### src/rtl/receiver.sv
// Serial frame receiver: start '1', 8 data bits LSB first, stop '0', idle '0'.
// Optional stop-bit checking is enabled with `define RECEIVER_FRAME_CHECK_EN.
module receiver #(
  parameter int CLKS_PER_BIT = 1
) (
  input  logic       clk,
  input  logic       rst,
  input  logic       rxd,
  input  logic       ack,
  output logic [7:0] data,
  output logic       data_valid,
  output logic       frame_error,
  output logic       overrun
);
  localparam int CW = 10;
  localparam logic [CW-1:0] FULL    = CW'(CLKS_PER_BIT - 1);
  localparam logic [CW-1:0] HALF_M1 = (CLKS_PER_BIT > 1) ? CW'(CLKS_PER_BIT / 2 - 1) : '0;

  typedef enum logic [1:0] {IDLE, START, DATA, STOP} state_t;

  state_t        state_q;
  logic [CW-1:0] cnt_q;
  logic [2:0]    idx_q;
  logic [7:0]    shift_q;
  logic [7:0]    data_q;
  logic          dv_q, ovr_q, fe_q, wait_low_q;
  logic          start_det, stop_bad;

`ifdef RECEIVER_FRAME_CHECK_EN
  // After a bad stop the line must return low before a new start is accepted.
  assign start_det = rxd && !wait_low_q;
  assign stop_bad  = rxd;
`else
  assign start_det = rxd;
  assign stop_bad  = 1'b0;
`endif

  always_ff @(posedge clk) begin
    if (rst) begin
      state_q    <= IDLE;
      cnt_q      <= '0;
      idx_q      <= '0;
      shift_q    <= '0;
      data_q     <= '0;
      dv_q       <= 1'b0;
      ovr_q      <= 1'b0;
      fe_q       <= 1'b0;
      wait_low_q <= 1'b0;
    end else begin
      fe_q <= 1'b0;
      if (ack && dv_q) dv_q <= 1'b0;   // a commit below on this edge takes priority
      if (!rxd) wait_low_q <= 1'b0;
      case (state_q)
        IDLE: if (start_det) begin
          idx_q <= '0;
          if (CLKS_PER_BIT == 1) begin
            state_q <= DATA;
            cnt_q   <= '0;
          end else begin
            state_q <= START;
            cnt_q   <= HALF_M1;
          end
        end
        START: if (cnt_q == '0) begin
          state_q <= rxd ? DATA : IDLE;
          cnt_q   <= FULL;
          idx_q   <= '0;
        end else cnt_q <= cnt_q - 1'b1;
        DATA: if (cnt_q == '0) begin
          shift_q[idx_q] <= rxd;
          idx_q          <= idx_q + 1'b1;
          cnt_q          <= FULL;
          if (idx_q == 3'd7) state_q <= STOP;
        end else cnt_q <= cnt_q - 1'b1;
        STOP: if (cnt_q == '0) begin
          state_q <= IDLE;
          if (stop_bad) begin
            fe_q       <= 1'b1;
            wait_low_q <= 1'b1;
          end else if (!dv_q || ack) begin
            data_q <= shift_q;
            dv_q   <= 1'b1;
          end else ovr_q <= 1'b1;
        end else cnt_q <= cnt_q - 1'b1;
        default: state_q <= IDLE;
      endcase
    end
  end

  assign data        = data_q;
  assign data_valid  = dv_q;
  assign frame_error = fe_q;
  assign overrun     = ovr_q;
endmodule

### config.mk
export PLATFORM = sky130hd
export DESIGN_NAME = receiver
export DESIGN_NICKNAME = d
export VERILOG_FILES = /design/src/rtl/receiver.sv
export SDC_FILE = /design/constraint.sdc
export NUM_CORES = 1
export LEC_CHECK = 0
export ABC_CLOCK_PERIOD_IN_PS = 1800
export CAP_MARGIN = 20
export CORE_MARGIN = 3
export CORE_UTILIZATION = 44
export DETAILED_ROUTE_END_ITERATION = 10
export PLACE_DENSITY = 0.66
export SETUP_SLACK_MARGIN = 0.05
export SYNTH_ARGS = -nofsm -noshare
export SYNTH_HDL_FRONTEND = slang
export SYNTH_SLANG_ARGS = --single-unit
### constraint.sdc
create_clock -name clk -period 1.8 [get_ports clk]
set_input_delay 0.36 -clock clk [delete_from_list [all_inputs] [get_ports clk]]
set_output_delay 0.36 -clock clk [all_outputs]
set_load 0.02 [all_outputs]
==> results of run 1 <==
-- synthesized netlist by cell type, types with 2 or more instances --
cell type   n
or3_1       3
o41ai_1     2
nor2_1     26
dfxtp_1    33
or4_1       4
nor3b_1     2
o211ai_1    2
o21ai_0     6
mux2i_1    17
and3b_1     2
or3b_2      2
nor4_1      2
buf_2       4
nand2b_1    4
a31oi_1     2
or2_2       2
a21oi_1    10
nor3_1      2
o31a_1      2
nand2_1     9
nand3_1     3
ha_1        9
inv_1       6
clkbuf_1    4
nand4_1     9
-- registers in the layout, indices dropped and copies added, names as in the netlist --
name	count
data_valid	1
idx_q	3
state_q	2
shift_q	8
cnt_q	10
data	8
overrun	1
-- per-stage QoR --
stage | hold WS, ns | total power, mW | setup TNS [ns]
after global placement | 0.457 | 2.75 | -1.24
after floorplan | 0.460 | 2.20 | 0
after CTS | 0.496 | 3.71 | -0.0917
after detailed placement | 0.480 | 2.81 | -2.10
after global routing | 0.527 | 4.42 | -0.276
final | 0.499 | 4.15 | -0.0387
-- cells by family after synthesis --
family          count (synthesis)  share of synthesized area [%]
simple gates                   75                           24.6
xor+xnor                        2                           1.04
flops                          33                           39.2
compound gates                 32                           14.0
other cells                     1                          0.223
buf+inv                        16                           4.09
fa+ha+maj                       9                           6.69
mux                            17                           10.1
-- worst max-delay path, stage by stage (launching register included) --
cell and delay (ns):
dfxtp_2 0.32, inv_2 0.07, ha_4 0.13, or3b_4 0.38, o31a_1 0.39, o211ai_4 0.31
nor2_1 0.09
-- worst min-delay path by stage --
stage / cells after the start / endpoint
after floorplan: 2 / data[0]$_SDFFE_PP0P_
after global placement: 2 / overrun$_SDFFE_PP0P_
after detailed placement: 2 / overrun$_SDFFE_PP0P_
after CTS: 2 / overrun$_SDFFE_PP0P_
after global routing: 2 / data[1]$_SDFFE_PP0P_
final: 2 / data[4]$_SDFFE_PP0P_
-- metal layers --
metal,track usage [%],up-vias,share of wire [%]
met5,0,-,0
met4,4.47,0,0.95
met3,4.93,8,4.3
met2,28.9,36,46
met1,29.3,747,48
li1,-,771,-
-- layout make-up --
class | instances | area [um2]
clock inverter | 2 | 10.0
tap | 46 | 57.6
inverter | 6 | 22.5
multi-input combinational | 137 | 1130
fill | 284 | 1140
sequential | 33 | 666
clock buffer | 6 | 72.6
timing repair buffer | 49 | 424
-- power by group --
group	switching, mW	total, mW	internal [mW]
logic	1.35	2.66	1.31
registers	0.108	0.959	0.851
clock network	0.264	0.532	0.268
-- repair_timing --
action                     in CTS  in global routing
buffers inserted                3                  7
gates cloned                    1                  0
setup endpoints to repair      21                 26
gates resized for setup        17                 17
pin swaps                       6                  8
==> out/results.ini, run 1 <==
[worst_setup_path]
critPathLaunch = cnt_q[0]$_SDFFE_PP0P_
critical_path.endpoint_type = flop
timing.rr.start = cnt_q[0]$_SDFFE_PP0P_
r2r_cells = 6
worstReg2RegEnd = cnt_q[4]$_SDFFE_PP0P_
critical_path.endpoint = cnt_q[4]$_SDFFE_PP0P_
setup.worst_path.class = flop to flop
critical_path.startpoint_type = flop
crit_arrival_ns = 1.99
r2r_setup_slack_ns = -0.02
critPathMaxFanout = 5
required_ns = 1.96

[grt]
first_global_vias = 1447
gr-total-overflow = 0
grt_first_pass_wirelength_um = 6820
initial_antenna_violation_count = 0
grt_start_max_net_pins = 23
globalRouteTotalUtil_pct = 19.8

[route]
drc_errors_left = 0
num_vias = 1562
detailed_routing_iterations_pass_1 = 4
drt_first_iter_violations = 129
detail_route.vias_per_cell = 5.60
antenna_nets_post_route = 0
wirelength_um = 4210
routedWlPerCell_um = 15.1

[synthesis]
synth_cells = 185
synth_enable_flop_cells = 0
total_standard_cell_area_after_synthesis_mm2 = 0.00168
register_bit_count_reported_by_yosys = 33
synth_warn = 0
seq_area_frac_synth_pct = 39.2
synth_top_cells_by_area = dfxtp_1 (39%), mux2i_1 (10%), ha_1 (6.7%)
synth-async-reset-ratio_pct = 0
post_synth.cell_area_avg_um2 = 9.10
synth.net_count = 198
synthDominantAreaCellType = dfxtp_1
synth_top_area_share_pct = 39.2
dominantRegCellSynth = dfxtp_1
post_synth_num_cell_types = 43

[sta]
timing.fmax_ghz = 0.549
tightestPinTransition_ns = 0.519
post-route-worst-setup-slack_ns = -0.0216
rsz0062_at_grt = yes
report.final.slew_viol_count = 0
period_utilization_pct = 101
period_needed_ns = 1.82
finalClockSkew_ns = 0.00597
worst_slew_margin_rel_pct = 65.3
finalSetupViolCount = 3
hold_violations = 0

[final_layout]
layout_common_cells = buf_4 (32), dfxtp_1 (29), nor2_1 (26)
final_cell_count_no_fill = 279
final_area_mm2 = 0.00238
layout-drive-gt1-share_pct = 33.5
area_growth_from_synthesis_to_final_layout_pct = 41.3
finish.utilization_pct = 67.6
num_antenna_cells = 0
final_common_cell = buf_4
final_nets = 245

[floorplanning]
core-area_mm2 = 0.00352
floorplan.initialDensity_pct = 47.8
die-width_um = 67.9
design.die.area_mm2 = 0.00461
die_height_um = 67.9
std_cell_rows = 21
boundary_pins = 15

[pwr]
pd_cells_mw_per_mm2 = 1740
peakVddDrop_mv = 0.955
cellLeakagePower_nw = 1.04

[placed_design]
pre_cts_slack_ns = -0.159
detailedPlacementHpwl_um = 2830
numPlacedInstances = 260
numPortBuffers = 13
finalWeightedCongestion = 0.824
detailed_place.area_mm2 = 0.00203

[job]
cap_viol_max_count = 0

[clock_network]
cts_max_level = 2
clock-root-buffer = clkbuf_8
cts_hold_buf = 0
numCtsBuffers = 5
clk_latency_ns = 0.28
clock_tree.buffer_depth = 2
tritoncts = built
clk_pin_slew_ns = 0.07
clock_sinks = 33

[status]
status = finished, violations left
failing_checks = negative setup slack

[hold_path]
worstHoldPathType = flop to flop
worst_hold_startpoint = data[4]$_SDFFE_PP0P_

Power figures use the tool's default switching activity.
==> run 2, diff against run 1 <==
--- a/config.mk
+++ b/config.mk
@@ -5,12 +5,13 @@
 export SDC_FILE = /design/constraint.sdc
 export NUM_CORES = 1
 export LEC_CHECK = 0
-export ABC_CLOCK_PERIOD_IN_PS = 1800
+export ABC_AREA = 1
+export ABC_CLOCK_PERIOD_IN_PS = 1780
 export CAP_MARGIN = 20
 export CORE_MARGIN = 3
 export CORE_UTILIZATION = 44
 export DETAILED_ROUTE_END_ITERATION = 10
-export PLACE_DENSITY = 0.66
+export PLACE_DENSITY = 0.63
 export SETUP_SLACK_MARGIN = 0.05
 export SYNTH_ARGS = -nofsm -noshare
 export SYNTH_HDL_FRONTEND = slang
==> constraint.sdc (replaced) <==
create_clock -name clk -period 1.78 [get_ports clk]
set_input_delay 0.356 -clock clk [delete_from_list [all_inputs] [get_ports clk]]
set_output_delay 0.356 -clock clk [all_outputs]
set_load 0.02 [all_outputs]
==> out/results.ini, run 2 <==
[grt]
globalRouteTotalUtil_pct = 14.7
grt_start_max_net_pins = 21
initial_antenna_violation_count = 0
grt_first_pass_wirelength_um = 5730
first_global_vias = 1305
gr-total-overflow = 0

[sta]
worst_slew_margin_rel_pct = 58.0
period_needed_ns = 1.59
finalClockSkew_ns = 0.00490
report.final.slew_viol_count = 0
hold-worst-slack_ns = 0.460
rsz0062_at_grt = yes
timing.fmax_ghz = 0.628
hold_violations = 0
finalSetupTns_ns = 0
period_utilization_pct = 89.4
tightestPinTransition_ns = 0.629
finalSetupViolCount = 0

[job]
cap_viol_max_count = 0

[worst_setup_path]
critPathMaxFanout = 8
crit_arrival_ns = 1.81
critical_path.endpoint = data[1]$_SDFFE_PP0P_
required_ns = 2.00
r2r_cells = 8
critical_path.n_buffers_inverters = 1
critical_path.endpoint_type = flop
critPathLaunch = cnt_q[0]$_SDFFE_PP0P_
worstReg2RegEnd = data[1]$_SDFFE_PP0P_
max_stage_delay_ns = 0.31
cp_cell_sequence = inv_1, ha_1, nand2_2, nor2_8, nand3_4, nor2_2, o21ai_0, a21oi_1
cpMaxStageDelayCell = dfxtp_1
critical_path.startpoint_type = flop
cp_num_cells = 8
setup.worst_path.class = flop to flop
timing.rr.start = cnt_q[0]$_SDFFE_PP0P_
r2r_setup_slack_ns = 0.19
cpLargestDelayFamily = simple AND/OR/NAND/NOR gates

[final_layout]
final_nets = 283
layout_common_cells = nand2_1 (43), inv_1 (40), nor2_1 (35)
largest-register = cnt_q
layout-drive-gt1-share_pct = 12.9
num_antenna_cells = 0
final_common_cell = nand2_1
area_growth_from_synthesis_to_final_layout_pct = 18.9
flip_flop_count_of_the_largest_register_after_layout = 10
fill_cells = 393

[hold_path]
worstHoldPathType = flop to flop

[floorplanning]
boundary_pins = 15
die-width_um = 69.3
core-area_mm2 = 0.00377
floorplan.initialDensity_pct = 46.7
die_height_um = 69.3
design.die.area_mm2 = 0.00480
std_cell_rows = 22

[route]
num_vias = 1514
met1Wirelength_um = 1660
routedWlPerCell_um = 10.7
drt_first_iter_violations = 123
route.met3.wl_um = 184
antenna_nets_post_route = 0
highest-signal-layer = met4
detail_route.vias_per_cell = 4.75
drc_errors_left = 0
detailed_routing_iterations_pass_1 = 4
wirelength_um = 3420
route.met2.wl_um = 1510

[synthesis]
register_bit_count_reported_by_yosys = 33
post_synth_num_cell_types = 35
total_standard_cell_area_after_synthesis_mm2 = 0.00176
synth_most_common_cell = nand2_1
synth.net_count = 261
yosys-top-cells-count = nand2_1 (44), inv_1 (40), nor2_1 (36)
synth_top_cells_by_area = dfxtp_1 (37%), nand2_1 (9.4%), inv_1 (8.5%)
post_synth.cell_area_avg_um2 = 7.11
synth_cells = 248
synth-async-reset-ratio_pct = 0
synthDominantAreaCellType = dfxtp_1
dominantRegCellSynth = dfxtp_1
seq_area_frac_synth_pct = 37.5
synth_enable_flop_cells = 0
synth_warn = 0
synth_top_area_share_pct = 37.5

[placed_design]
finalWeightedCongestion = 0.855
numPortBuffers = 13
detailedPlacementHpwl_um = 2440

[status]
status = complete, no violations

[clock_network]
clk_pin_slew_ns = 0.07
clk_latency_ns = 0.29
clock_sinks = 33
tritoncts = built
cts_max_level = 2
numCtsBuffers = 5
clock-root-buffer = clkbuf_8
clock_tree.buffer_depth = 2

[pwr]
cellLeakagePower_nw = 0.964
peakVddDrop_mv = 0.805
pd_cells_mw_per_mm2 = 1650

## run 2: kinds of logic after synthesis
group,after synthesis,synth area share [%]
compound gates,35,11.4
fa+ha+maj,9,6.39
xor+xnor,1,0.497
simple gates,118,31.5
buf+inv,51,12.6
other cells,1,0.213
flops,33,37.5
## run 2: worst min-delay path, stage by stage (launching register included)
cell	delay [ns]
dfxtp_1	0.30
inv_1	0.07
a21oi_2	0.05
## run 2: power by group
part / switching (mW) / internal (mW)
logic: 1.10 / 0.615
registers: 0.123 / 0.892
clock network: 0.273 / 0.456
## run 2: timing repair
item                       4_1_cts  5_1_grt
setup endpoints to repair        0       10
resized for setup                0        4
setup buffers                    0        2
hold buffers                     0        0
## run 2: final cells by class
class,count,area (um2),area share (%)
well taps,48,60.1,2.86
repair buffers,22,198,9.43
flip-flops and latches,33,661,31.5
clock buffers,7,86.3,4.12
multi-input cells,165,898,42.8
clock inverters,1,30.0,1.43
inverters,43,164,7.82
## run 2: metal layers
layer	global-route usage [%]	vias up
met2	22.6	34
li1	-	819
met1	18.8	654
met4	7.16	0
met3	4.06	7
met5	0	-
## run 2: worst min path at each step
stage	startpoint	endpoint	slack (ns)	cells after the start
2_1_floorplan	shift_q[1]$_SDFFE_PP0P_	data[1]$_SDFFE_PP0P_	0.43	2
3_3_place_gp	shift_q[7]$_SDFFE_PP0P_	data[7]$_SDFFE_PP0P_	0.45	2
3_5_place_dp	shift_q[7]$_SDFFE_PP0P_	data[7]$_SDFFE_PP0P_	0.45	2
4_1_cts	shift_q[7]$_SDFFE_PP0P_	data[7]$_SDFFE_PP0P_	0.46	2
5_1_grt	shift_q[6]$_SDFFE_PP0P_	data[6]$_SDFFE_PP0P_	0.48	2
6_report	shift_q[6]$_SDFFE_PP0P_	data[6]$_SDFFE_PP0P_	0.46	2
## run 2: stage by stage
stage                     std cells  area (um2)  util [%]  setup slack, ns  power (mW)
after floorplan                 248        1760         -            0.198        2.35
after global placement          308        1950      51.7           0.0882        2.68
after detailed placement        308        1950      51.7           0.0723        2.69
after CTS                       316        2060      54.7            0.161        3.43
after global routing            319        2100      55.6           0.0301        3.82
final                           319        2100      55.6            0.188        3.46
==> run 3, diff against run 2 <==
--- a/config.mk
+++ b/config.mk
@@ -8,8 +8,8 @@
 export ABC_AREA = 1
 export ABC_CLOCK_PERIOD_IN_PS = 1780
 export CAP_MARGIN = 20
-export CORE_MARGIN = 3
 export CORE_UTILIZATION = 44
+export CTS_CLUSTER_SIZE = 10
 export DETAILED_ROUTE_END_ITERATION = 10
 export PLACE_DENSITY = 0.63
 export SETUP_SLACK_MARGIN = 0.05
==> out/results.ini, run 3 (same netlist as run 2, synthesis figures left out) <==
[route]
num_vias = 1512
wirelength_um = 3310
drc_errors_left = 0
routedWlPerCell_um = 10.4
detail_route.vias_per_cell = 4.75
antenna_nets_post_route = 0
drt_first_iter_violations = 98
detailed_routing_iterations_pass_1 = 4

[clock_network]
clock-root-buffer = clkbuf_8
cts_max_level = 2
clock_sinks = 33
clk_latency_ns = 0.28
cts_hold_buf = 0
clock_tree.buffer_depth = 2
clk_pin_slew_ns = 0.07
tritoncts = built
numCtsBuffers = 5
cts.repair.resized = 0

[worst_setup_path]
crit_arrival_ns = 1.22
max_stage_delay_ns = 0.60
setup.worst_path.class = flop to output pin
critical_path.n_buffers_inverters = 1
cpLargestDelayFamily = buffers and inverters
required_ns = 1.42
critical_path.startpoint_type = flop
cpMaxStageDelayCell = clkdlybuf4s50_1
critical_path.endpoint_type = output pin
critPathMaxFanout = 2
cp_cell_sequence = clkdlybuf4s50_1

[final_layout]
final_common_cell = nand2_1
layout-drive-gt1-share_pct = 11.9
layout_common_cells = nand2_1 (44), inv_1 (40), nor2_1 (36)
largest-register = cnt_q
flip_flop_count_of_the_largest_register_after_layout = 10
multi_input_area_um2 = 887
ff_latch_area_um2 = 661
num_antenna_cells = 0
final_nets = 282
fill_cells = 396
area_growth_from_synthesis_to_final_layout_pct = 17.9

[floorplanning]
boundary_pins = 15
die_height_um = 65.3
core-area_mm2 = 0.00374
std_cell_rows = 22
floorplan.initialDensity_pct = 47.1
die-width_um = 65.3
design.die.area_mm2 = 0.00426

[sta]
tightestPinTransition_ns = 0.620
hold_violations = 0
report.final.slew_viol_count = 0
finalSetupTns_ns = 0
rsz0062_at_grt = yes
finalClockSkew_ns = 0.00251
hold-worst-slack_ns = 0.469
worst_slew_margin_rel_pct = 58.6
post-route-worst-setup-slack_ns = 0.207
timing.fmax_ghz = 0.636
period_needed_ns = 1.57
finalSetupViolCount = 0
period_utilization_pct = 88.3

[pwr]
peakVddDrop_mv = 0.768
internal_power_mw = 1.95
share_clk_of_total_power_pct = 21.3
switchingPower_mw = 1.45
pwr-share-seq_pct = 29.9
power_frac_comb_pct = 48.9
netSwitchingFraction_pct = 42.6
pd_cells_mw_per_mm2 = 1630
cellLeakagePower_nw = 0.952

[job]
cap_viol_max_count = 0

[grt]
globalRouteTotalUtil_pct = 17.7
gr-total-overflow = 0
first_global_vias = 1292
initial_antenna_violation_count = 0
grt_start_max_net_pins = 21
grt_first_pass_wirelength_um = 5710

[placed_design]
numPortBuffers = 13
finalWeightedCongestion = 0.849
detailedPlacementHpwl_um = 2420
pre_cts_slack_ns = 0.0652

[status]
status = complete, no violations

[hold_path]
worstHoldPathType = flop to flop

## run 3: changes by cell type in the layout (fill, tap and decap cells not counted), sizes merged
cell | previous run | this run
buf | 9 | 8
## run 3: final cells by class
class / count / share of cell area, %
timing repair buffer: 21 / 9.15
tap: 48 / 2.89
multi-input combinational: 165 / 42.7
clock inverter: 1 / 1.44
inverter: 43 / 7.89
clock buffer: 7 / 4.15
sequential: 33 / 31.8
## run 3: what timing repair did
item                                    in CTS  in global routing
endpoints found under the hold margin        0                  0
endpoints found under the setup margin       0                  4
setup buffers                                0                  1
## run 3: routing by layer
layer / up-vias / global-route usage [%] / part of all wire, %
met3: 8 / 5.73 / 4.0
met4: 0 / 7.34 / 2.0
met5: - / 0 / 0
met2: 27 / 27.4 / 44
li1: 829 / - / -
met1: 648 / 22.5 / 50
## run 3: final timing paths
check                                             start               endpoint  slack, ns  depth (start not counted)
worst min-delay path            shift_q[6]$_SDFFE_PP0P_   data[6]$_SDFFE_PP0P_       0.47                          2
worst min register to register  shift_q[6]$_SDFFE_PP0P_   data[6]$_SDFFE_PP0P_       0.47                          2
worst max register to register    cnt_q[0]$_SDFFE_PP0P_  cnt_q[4]$_SDFFE_PP0P_       0.21                         10
worst max-delay path               overrun$_SDFFE_PP0P_                overrun       0.21                          1
## run 3: power groups by stage
stage	clock network, mW	logic (mW)	registers (mW)
finish	0.722	1.66	1.02
CTS	0.741	1.66	1.01
global placement	0	1.66	1.03
detailed placement	0	1.65	1.03
floorplan	0	1.33	1.02
global route	0.776	1.92	1.03
## run 3: worst register-to-register path, delay by kind of cell (launching register included)
| kind | cells | cell delay, ns |
|---|---|---|
| adder cells (fa/ha/maj) | 1 | 0.17 |
| flip-flops | 1 | 0.31 |
| AND/OR/NAND/NOR | 7 | 0.84 |
| buffers and inverters | 2 | 0.18 |
## run 3: per-stage QoR
stage                     utilization, %  total power, mW  cells  area [um2]
final                               55.5             3.40    318        2080
after global routing                55.5             3.73    318        2080
after detailed placement            52.0             2.67    308        1950
after CTS                           55.1             3.41    316        2060
after floorplan                        -             2.35    248        1760
after global placement              52.0             2.69    308        1950
